`config.mk`:
```
export PLATFORM = sky130hd
export DESIGN_NAME = button_press_classifier
export DESIGN_NICKNAME = d
export VERILOG_FILES = /design/src/rtl/button_press_classifier.sv
export SDC_FILE = /design/constraint.sdc
export NUM_CORES = 1
export LEC_CHECK = 0
export CAP_MARGIN = 10
export CORE_ASPECT_RATIO = 1.2
export CORE_MARGIN = 2
export CORE_UTILIZATION = 65
export DETAILED_ROUTE_END_ITERATION = 8
export DONT_BUFFER_PORTS = 1
export PLACE_DENSITY_LB_ADDON = 0.08
export SLEW_MARGIN = 20
export SYNTH_ARGS = -nofsm -noshare
export SYNTH_HDL_FRONTEND = slang
export SYNTH_SLANG_ARGS = --single-unit
```
`constraint.sdc`:
```
create_clock -name clk -period 3 [get_ports clk]
set_input_delay 0.3 -clock clk [delete_from_list [all_inputs] [get_ports clk]]
set_output_delay 0.3 -clock clk [all_outputs]
set_load 0.01 [all_outputs]
```
`src/rtl/button_press_classifier.sv`:
```
// Classifies a debounced button level into short / long / double press pulses.
// Optional BTN_AUTOREPEAT_EN macro enables repeat_press pulses while a long press is held.
module button_press_classifier #(
  parameter int LONG_CYCLES   = 8,
  parameter int GAP_CYCLES    = 6,
  parameter int REPEAT_CYCLES = 4,
  parameter int CNT_W         = 16
) (
  input  logic clk,
  input  logic reset,
  input  logic btn_level,
  output logic short_press,
  output logic long_press,
  output logic double_press,
  output logic repeat_press,
  output logic busy
);

  typedef enum logic [2:0] {
    S_IDLE      = 3'd0,
    S_PRESS1    = 3'd1,
    S_WAIT_GAP  = 3'd2,
    S_PRESS2    = 3'd3,
    S_LONG_HELD = 3'd4
  } state_t;

  localparam logic [CNT_W-1:0] CNT_ONE  = CNT_W'(1);
  localparam logic [CNT_W-1:0] LONG_THR = CNT_W'(LONG_CYCLES);
  localparam logic [CNT_W-1:0] GAP_THR  = CNT_W'(GAP_CYCLES);

  // Thresholds must be reachable by the counter and leave room for the +1 step.
  generate
    if (LONG_CYCLES < 2 || GAP_CYCLES < 2 || REPEAT_CYCLES < 2 ||
        LONG_CYCLES >= (1 << CNT_W) || GAP_CYCLES >= (1 << CNT_W) ||
        REPEAT_CYCLES >= (1 << CNT_W)) begin : g_bad_params
      $error("button_press_classifier: illegal threshold parameters");
    end
  endgenerate

  state_t           state_q, state_d;
  logic [CNT_W-1:0] cnt_q, cnt_d;
  logic             btn_q;
  logic             short_q, short_d;
  logic             long_q, long_d;
  logic             double_q, double_d;
  logic             repeat_q, repeat_d;
  logic             busy_q;
  logic             rise;

  assign rise = btn_level & ~btn_q;

  always_comb begin
    state_d  = state_q;
    cnt_d    = cnt_q;
    short_d  = 1'b0;
    long_d   = 1'b0;
    double_d = 1'b0;
    repeat_d = 1'b0;
    case (state_q)
      S_IDLE: begin
        cnt_d = '0;
        if (rise) begin
          state_d = S_PRESS1;
          cnt_d   = CNT_ONE;
        end
      end
      S_PRESS1: begin
        // Release is checked first so it beats the long threshold on the same edge.
        if (!btn_level) begin
          state_d = S_WAIT_GAP;
          cnt_d   = CNT_ONE;
        end else if (cnt_q == LONG_THR) begin
          long_d  = 1'b1;
          state_d = S_LONG_HELD;
          cnt_d   = CNT_ONE;
        end else begin
          cnt_d = cnt_q + CNT_ONE;
        end
      end
      S_WAIT_GAP: begin
        if (btn_level) begin
          double_d = 1'b1;
          state_d  = S_PRESS2;
          cnt_d    = '0;
        end else if (cnt_q == GAP_THR) begin
          short_d = 1'b1;
          state_d = S_IDLE;
          cnt_d   = '0;
        end else begin
          cnt_d = cnt_q + CNT_ONE;
        end
      end
      S_PRESS2: begin
        cnt_d = '0;
        if (!btn_level) state_d = S_IDLE;
      end
      S_LONG_HELD: begin
        if (!btn_level) begin
          state_d = S_IDLE;
          cnt_d   = '0;
        end else begin
`ifdef BTN_AUTOREPEAT_EN
          if (cnt_q == CNT_W'(REPEAT_CYCLES)) begin
            repeat_d = 1'b1;
            cnt_d    = CNT_ONE;
          end else begin
            cnt_d = cnt_q + CNT_ONE;
          end
`else
          cnt_d = cnt_q;
`endif
        end
      end
      default: begin
        state_d = S_IDLE;
        cnt_d   = '0;
      end
    endcase
  end

  always_ff @(posedge clk or posedge reset) begin
    if (reset) begin
      state_q  <= S_IDLE;
      cnt_q    <= '0;
      btn_q    <= 1'b1;  // a button held through reset must not look like a fresh press
      short_q  <= 1'b0;
      long_q   <= 1'b0;
      double_q <= 1'b0;
      repeat_q <= 1'b0;
      busy_q   <= 1'b0;
    end else begin
      state_q  <= state_d;
      cnt_q    <= cnt_d;
      btn_q    <= btn_level;
      short_q  <= short_d;
      long_q   <= long_d;
      double_q <= double_d;
      repeat_q <= repeat_d;
      busy_q   <= (state_d != S_IDLE);
    end
  end

  assign short_press  = short_q;
  assign long_press   = long_q;
  assign double_press = double_q;
  assign repeat_press = repeat_q;
  assign busy         = busy_q;

endmodule
```
---- Word-level counts from Yosys, hierarchy flattened ----
Index checks and enable logic that the tools add are counted.
storage, ports and cells
  register bits after elaboration ......... 24
  input bits .............................. 3
  output and inout port bits .............. 5
  word-level logic and storage cells ...... 42
cells by class
  add/sub/neg operators ................... 1
  eq/ne operators ......................... 7
  mux-type cells .......................... 22
  bitwise logic cells ..................... 2
  reduce and logical (&&, ||, !) cells .... 3
operators by type and width
  operator                 number
  $mux W16                 5
  $pmux W16 S4             1
  $mux W3                  6
  $add A16 B1 Y16 const B  1
  $eq A16 B3 Y1 const B    1
  $eq A16 B4 Y1 const B    1
  $pmux W3 S4              1
  $mux W1                  9
  $eq A3 B2 Y1 const B     2
  $eq A3 B1 Y1 const B     1
  $eq A3 B3 Y1 const B     1
  $logic_not A3 Y1         1
  $reduce_bool A3 Y1       1
  $ne A2 B2 Y1 const B     1
  $reduce_or A2 Y1         1
  $and A1 B1 Y1            1
  $not A1 Y1               1

---- Logic depth before layout (Yosys ltp) ----
  depth after elaboration ................. 5
  gate-level depth with buffers ........... 8

---- Least setup slack after synthesis ----
OpenSTA, ideal clock, no wires.
  path kind ............................... register to register
  start ................................... register cnt_q[6]
  end ..................................... register cnt_q[6]
  setup time .............................. 0.121 ns
  arrival time ............................ 1.907 ns
  data required time ...................... 2.879 ns
  setup slack ............................. 0.972 ns
  cell stages (with the launch flop) ...... 6
  buffers on the path ..................... 0
  period minus slack after synthesis ...... 2.028 ns
  cell sequence ........................... dfrtp_1 or4_4 nor4_4 o22a_2 o21ai_1 a22o_1
on the way
  cells in the longest elaborated chain, start to end .. 4
ends and longest elaborated chain
  element                                        line    source
  from (decl)                                    41      logic [CNT_W-1:0] cnt_q, cnt_d;
  from (signal assigned)                         133     cnt_q <= cnt_d;
  $add A16 B1 Y16, or another cell as far along  77, 90
  $mux W16, on equally long branches             85, 72
  $mux W16, on equally long branches             81, 69
  $pmux W16 S4 *                                 59      case (state_q)
Mark *: on every way between the ends. The rest lies on a longest branch, timed or not.
A chain may end at the register's enable or synchronous reset.

---- Final worst setup path ----
  start ................................... register cnt_q[6]
  end ..................................... register cnt_q[8]
The elaborated chain is that of the path after synthesis.

==> load_flow_metrics.sql <==
INSERT INTO impl_metrics (metric_group, metric, value, unit) VALUES
('cells_and_area', 'areaGrowthSynthToFinish', '2.325', '%'),
('detailed_routing', 'drt-vias-per-instance', '6.389', ''),
('floorplanning', 'core.rowCount', '18', ''),
('logic_synthesis', 'number_of_library_cell_types_mapped_by_synthesis', '42', ''),
('clock_tree', 'tritoncts', 'built', ''),
('clock_tree', 'clock_tree.htree_level_count', '1', ''),
('timing', 'clock-skew-final', '0.009899', 'ns'),
('timing', 'timing.fmax', '448.6', 'MHz'),
('detailed_routing', 'dr.first_iter.drc_count', '48', ''),
('floorplanning', 'floorplan.initialDensity', '0.6825', ''),
('detailed_routing', 'detailroute.via_count', '1150', ''),
('cells_and_area', 'postLayoutCellArea', '0.001431', 'mm²'),
('cells_and_area', 'layout.cells.most_common', 'dfrtp_1', ''),
('logic_synthesis', 'synth_sequential_area_ratio', '0.4302', ''),
('logic_synthesis', 'synth.ff_latch_count', '24', ''),
('placed_design', 'gp_congestion', '0.8487', ''),
('timing', 'setup_total_negative_slack', '0', 'ns'),
('cells_and_area', 'finalNetCount', '157', ''),
('critical_path', 'crit_type', 'reg -> reg', ''),
('critical_path', 'worstSetupEndpointType', 'register', ''),
('clock_tree', 'post_cts_resized', '0', ''),
('critical_path', 'data_required_critical_path', '3.22', 'ns'),
('pwr', 'clock_power_share', '0.215', ''),
('logic_synthesis', 'yosys-mux-area-fraction', '0.007156', ''),
('logic_synthesis', 'synth_warnings', '0', ''),
('placed_design', 'dpl.hpwl', '2.010', 'mm'),
('clock_tree', 'cts.path.max_buffers', '2', ''),
('critical_path', 'crit_arrival', '2.44', 'ns'),
('logic_synthesis', 'netlist_instances', '153', ''),
('logic_synthesis', 'synth_enable_flop_cells', '0', ''),
('pwr', 'sequential_group_share_of_total_power', '0.582', ''),
('logic_synthesis', 'synth_area_per_cell', '9.143', 'µm²'),
('timing', 'report.final.setup_viol', '0', ''),
('floorplanning', 'floorplan.die.width', '46.35', 'µm'),
('clock_tree', 'post_cts_buffers', '0', ''),
('logic_synthesis', 'syn-cell-area', '0.001399', 'mm²'),
('logic_synthesis', 'synth_compound_gate_area_share', '0.1834', ''),
('cells_and_area', 'antenna-diode-count', '0', ''),
('floorplanning', 'fp.dieArea', '0.002541', 'mm²'),
('grt', 'grt_first_pass_wirelength', '4.830', 'mm'),
('grt', 'tot_gr_track_use', '0.2651', ''),
('pwr', 'net-switching-power', '212.0', 'µW'),
('pwr', 'internal_power', '455.0', 'µW'),
('detailed_routing', 'drtAntennaViolNets', '0', ''),
('logic_synthesis', 'asyncSetResetFlopFracSynth', '1.000', ''),
('critical_path', 'max_fanout_on_critical_path', '10', ''),
('placed_design', 'numPortBuffers', '0', ''),
('logic_synthesis', 'yosys_most_used_dff', 'dfrtp_1', ''),
('cells_and_area', 'fill_cells', '158', ''),
('logic_synthesis', 'synth_simple_gate_area_share', '0.2737', ''),
('detailed_routing', 'drt-total-wl', '2.884', 'mm'),
('pwr', 'power_per_cell_area', '466.0', 'mW/mm²'),
('detailed_routing', 'drt_drc_violations_left', '0', ''),
('pwr', 'power_switching_share', '0.3179', ''),
('placed_design', 'placed_cell_area', '0.001395', 'mm²'),
('clock_tree', 'cts.root.buffer_cell', 'clkbuf_4', ''),
('detailed_routing', 'detail_route.wl_per_cell', '16.02', 'µm'),
('pwr', 'static-leakage-power', '0.5715', 'nW'),
('timing', 'timing.final.max_slew_violations', '0', ''),
('logic_synthesis', 'synthesized_net_count', '159', ''),
('grt', 'antenna_found_initial', '0', ''),
('timing', 'final_min_period_over_clock_period', '0.7430', ''),
('grt', 'grt-ovfl-total', '0', ''),
('status', 'run_status', 'finished, final reports clean', ''),
('logic_synthesis', 'post_synthesis_share_of_cell_area_spent_on_xor_and_xnor_gates', '0.02504', ''),
('clock_tree', 'cts_clock_pin_slew_for_the_worst_setup_and_hold_paths', '0.13', 'ns'),
('floorplanning', 'top_level_ports', '8', ''),
('floorplanning', 'fp.dieH', '54.82', 'µm'),
('clock_tree', 'clk-insertion-delay-late', '0.31', 'ns'),
('logic_synthesis', 'synth_fa_ha_area_frac', '0.02683', ''),
('logic_synthesis', 'dominant_combinational_cell_family_by_area_after_synthesis', 'simple AND/OR/NAND/NOR gates', '');
routing by layer:
metal,vias up,global-route usage,wire (µm),part of all wire
li1,546,-,-,-
met1,561,0.3416,1247,0.43
met2,39,0.4282,1482,0.51
met3,4,0.04290,128,0.044
met4,0,0.1238,26,0.0090
met5,-,0,0,0
final cells by class:
class / instances / area (µm²) / share of cell area
multi-input combinational: 113 / 725.7 / 0.5070
tap: 30 / 37.54 / 0.02622
inverter: 8 / 30.03 / 0.02098
clock buffer: 4 / 26.28 / 0.01836
sequential: 24 / 601.8 / 0.4205
timing repair buffer: 1 / 10.01 / 0.006993
cell usage after synthesis, drive strengths merged, types with 2 or more instances:
cell    number  area [µm²]
nand3        8       40.04
nand2       12       45.04
a21oi        9       45.04
nor2        11       41.29
nand4        3       18.77
and3         2       12.51
o22ai        4       31.28
nor3         3       15.01
a31oi        6       37.54
nor4         3       48.80
a22o         3       26.28
buf          3       22.52
or4          4       41.29
nand3b       3       26.27
inv          8       30.03
clkbuf       5       18.77
xor2         3       26.28
o21ai       13       65.06
nor2b        4       25.02
o21bai       2       15.01
ha           3       37.54
or3          3       18.77
dfrtp       23       575.6
nor3b        3       22.52
nand2b       2       12.51
flip-flops by register name, indices dropped and copies added (netlist names):
register / flops
double_press: 1
btn_q: 1
state_q: 3
cnt_q: 16
short_press: 1
long_press: 1
busy: 1
cells by family (layout without fill, tap and decap cells):
group           after synthesis  after routing
simple gates                 63             63
flops                        24             24
xor+xnor                      4              4
buf+inv                      16             13
other cells                   1              1
fa+ha+maj                     3              3
compound gates               41             41
mux                           1              1
critical path: stages (launching register included):
cell	delay [ns]
dfrtp_1	0.45
or4_4	0.60
nor4_4	0.40
o22a_2	0.33
o21ai_1	0.10
a22o_1	0.25
stage by stage:
step | utilization | cells | hold WS [ns] | power, mW | setup slack [ns]
floorplan | - | 153 | 0.3045 | 0.5023 | 0.9720
global route | 0.6984 | 180 | 0.1014 | 0.7120 | 0.6446
CTS | 0.6984 | 180 | 0.06682 | 0.6720 | 0.7674
finish | 0.6984 | 180 | 0.04441 | 0.6670 | 0.7710
detailed placement | 0.6807 | 175 | 0.3049 | 0.5278 | 0.7875
global placement | 0.6807 | 175 | 0.3049 | 0.5179 | 0.8364
final timing paths:
| check | start | slack, ns | end | cells past startpoint |
|---|---|---|---|---|
| worst max-delay path | cnt_q[6] | 0.77 | cnt_q[8] | 5 |
| worst min-delay path | reset | 0.04 | double_press | 1 |
| worst max register to register | cnt_q[6] | 0.77 | cnt_q[8] | 5 |
| worst min register to register | cnt_q[15] | 0.52 | cnt_q[15] | 1 |
| max in group asynchronous | reset | 2.42 | cnt_q[12] | 1 |
| min in group clk | btn_level | 0.14 | state_q[0] | 1 |
timing repair:
item | 4_1_cts | 5_1_grt
hold buffers | 1 | 0
endpoints found under the hold margin | 1 | 0
endpoints found under the setup margin | 0 | 0
power groups by stage:
stage	combinational, mW	clock, mW	sequential [mW]
after floorplan	0.131	0	0.372
after global placement	0.126	0	0.392
after detailed placement	0.133	0	0.394
after CTS	0.135	0.149	0.388
after global routing	0.155	0.164	0.393
final	0.136	0.143	0.388
(Power assumes the default switching activity.)
==> edit: new RTL, same settings <==
Set the parameter `CNT_W` to 15 (it was 16).
--- a/src/rtl/button_press_classifier.sv
+++ b/src/rtl/button_press_classifier.sv
@@ -4,7 +4,7 @@
   parameter int LONG_CYCLES   = 8,
   parameter int GAP_CYCLES    = 6,
   parameter int REPEAT_CYCLES = 4,
-  parameter int CNT_W         = 16
+  parameter int CNT_W         = 15
 ) (
   input  logic clk,
   input  logic reset,
Check against the original RTL: same outputs for any inputs over 10 cycles, from zero or initial values and one cycle with reset high; that may be too few to reach the edited logic, so the function may still have changed.
==> edit against the unedited design <==
- first-iteration DRC count fell by 67%
- worst setup slack improved by 0.055 ns
- routed wire length fell by 22%
- sequential cell count fell by 1
- critical endpoint is now cnt_q[3]
- power fell by 8.8%
- sequential share of layout area rose by 1.2 points
- via count fell by 16%
- area after synthesis fell by 7.9%
- cell area fell by 6.9%
- fmax rose by 2.5%
- clock power fell by 4%
- non-clock buffer count rose by 1
- clock skew fell by 0.0092 ns
==> edit: results (changes against the unedited design) <==
metric,value,unit,change
maximum VDD drop,0.2742,mV,was 0.3255 mV
Avg Synthesized Cell Area,9.407,sq um,was 9.143 sq um
data-path buffer share of cell area in the final layout,1.315,%,was 0.6993%
Multi-input gate area,661.9,sq um,was 725.7 sq um
met1 usage,29.46,%,was 34.16%
met1 wire length,965,um,was 1.247 mm
Vias/cell,6.140,,was 6.389
status,"complete, no violations",,unchanged
Synth cell types,42,,unchanged
met3 Use GR,2.414,%,was 4.290%
GRT Util Overall,23.39,%,was 26.51%
Post-CTS Hold Fix Bufs,1,,unchanged
Syn Nets,143,,was 159
Worst EP arrival,2.36,ns,was 2.44 ns
clock-pin slew on the worst setup and hold paths,0.11,ns,was 0.13 ns
Pwr Density,456.5,nW/um^2,was 466.0 nW/um^2
met2 WL,1.192,mm,was 1.482 mm
vias in the first global route,916,,"was 1,081"
Resized cells post-CTS,0,,unchanged
worst slew pin tran,0.8330,ns,was 0.8727 ns
ys async rst share,100.0,%,unchanged
Cell Count Post-Placement,152,,was 175
DR iter-0 viols,16,,was 48
via count,964,,"was 1,150"
fill count,149,,was 158
drt total wl,2.249,mm,was 2.884 mm
#FFs+latches synth,23,,was 24
sequential cell area share,43.29,%,was 42.05%
"top cells by area, synth","dfrtp_1 43%, nor2_1 5.5%, nand3_1 3.5%, xor2_1 3.4%, nor4_4 3.3%",,"was dfrtp_1 41%, a21oi_1 3.2%, nand2_1 3.2%, nor4_4 3.0%, nor2_1 3.0%"
sequential share of the synthesized area,44.76,%,was 43.02%
routing usage on met2,40.10,%,was 42.82%
leakage power,0.0005638,uW,was 0.0005715 uW
Initial DRT Pass Iterations,6,,was 5
worst-path fanout max,8,,was 10
placed cell areas,1296,sq um,was 1395 sq um
Commonest cells post-synth,"22 x dfrtp_1, 19 x nor2_1, 11 x nand2_1",,"was 23 x dfrtp_1, 12 x nand2_1, 11 x nor2_1"
Inverters,7,,was 8
Clock Power,137,uW,was 143 uW
pin count of the biggest net entering global routing,24,,was 25
Post-Place Worst Slack,0.8353,ns,was 0.7875 ns
Clock Skews,0.0007387,ns,was 0.009899 ns
Net Switching,179.2,uW,was 212.0 uW
metal3 WL,56,um,was 128 um
GP Congestion,0.9002,,was 0.8487
slowest CP cell,or4_1,,was or4_4
Regs by FF count,"cnt_q: 15 flops, state_q: 3 flops",,"was cnt_q: 16 flops, state_q: 3 flops"
first-pass GRT wire length,4.008,mm,was 4.830 mm
clock network area share,1.972,%,was 1.836%
register area,576.8,sq um,was 601.8 sq um
post-detail-place hpwl,1.685,mm,was 2.010 mm
number of non-clock buffers in the layout,2,,was 1
multi-input gates,102,,was 113
combinational power,105,uW,was 136 uW
CP peak stage delay,0.64,ns,was 0.60 ns
layout cells sized above 1,10.14,%,was 8.000%
[edit: cell types whose count changed in the layout (fill, tap and decap cells not counted), sizes merged, moves of 3 or more]
cell	before	now
o21ai	13	4
a31oi	6	2
nor2	11	20
o21a	0	3
a21oi	9	5
[edit: final timing paths]
| check | from | end | slack, ns | depth (start not counted) |
|---|---|---|---|---|
| max | cnt_q[11] | cnt_q[3] | 0.83 | 5 |
| min | reset | double_press | 0.04 | 1 |
| max reg2reg | cnt_q[11] | cnt_q[3] | 0.83 | 5 |
| min reg2reg | cnt_q[10] | cnt_q[10] | 0.57 | 1 |
| max in group asynchronous | reset | cnt_q[10] | 2.45 | 1 |
| min in group clk | btn_level | double_press | 0.12 | 2 |
[edit: cells by family after synthesis]
family                     synth area share, %
AOI/OAI and AO/OA                        9.417
xor gates and xnor gates                 4.757
adders and majority gates                2.913
buffers and inverters                    3.884
DFF                                      44.76
muxes                                    1.650
other                                   0.2910
and+or+nand+nor                          32.33
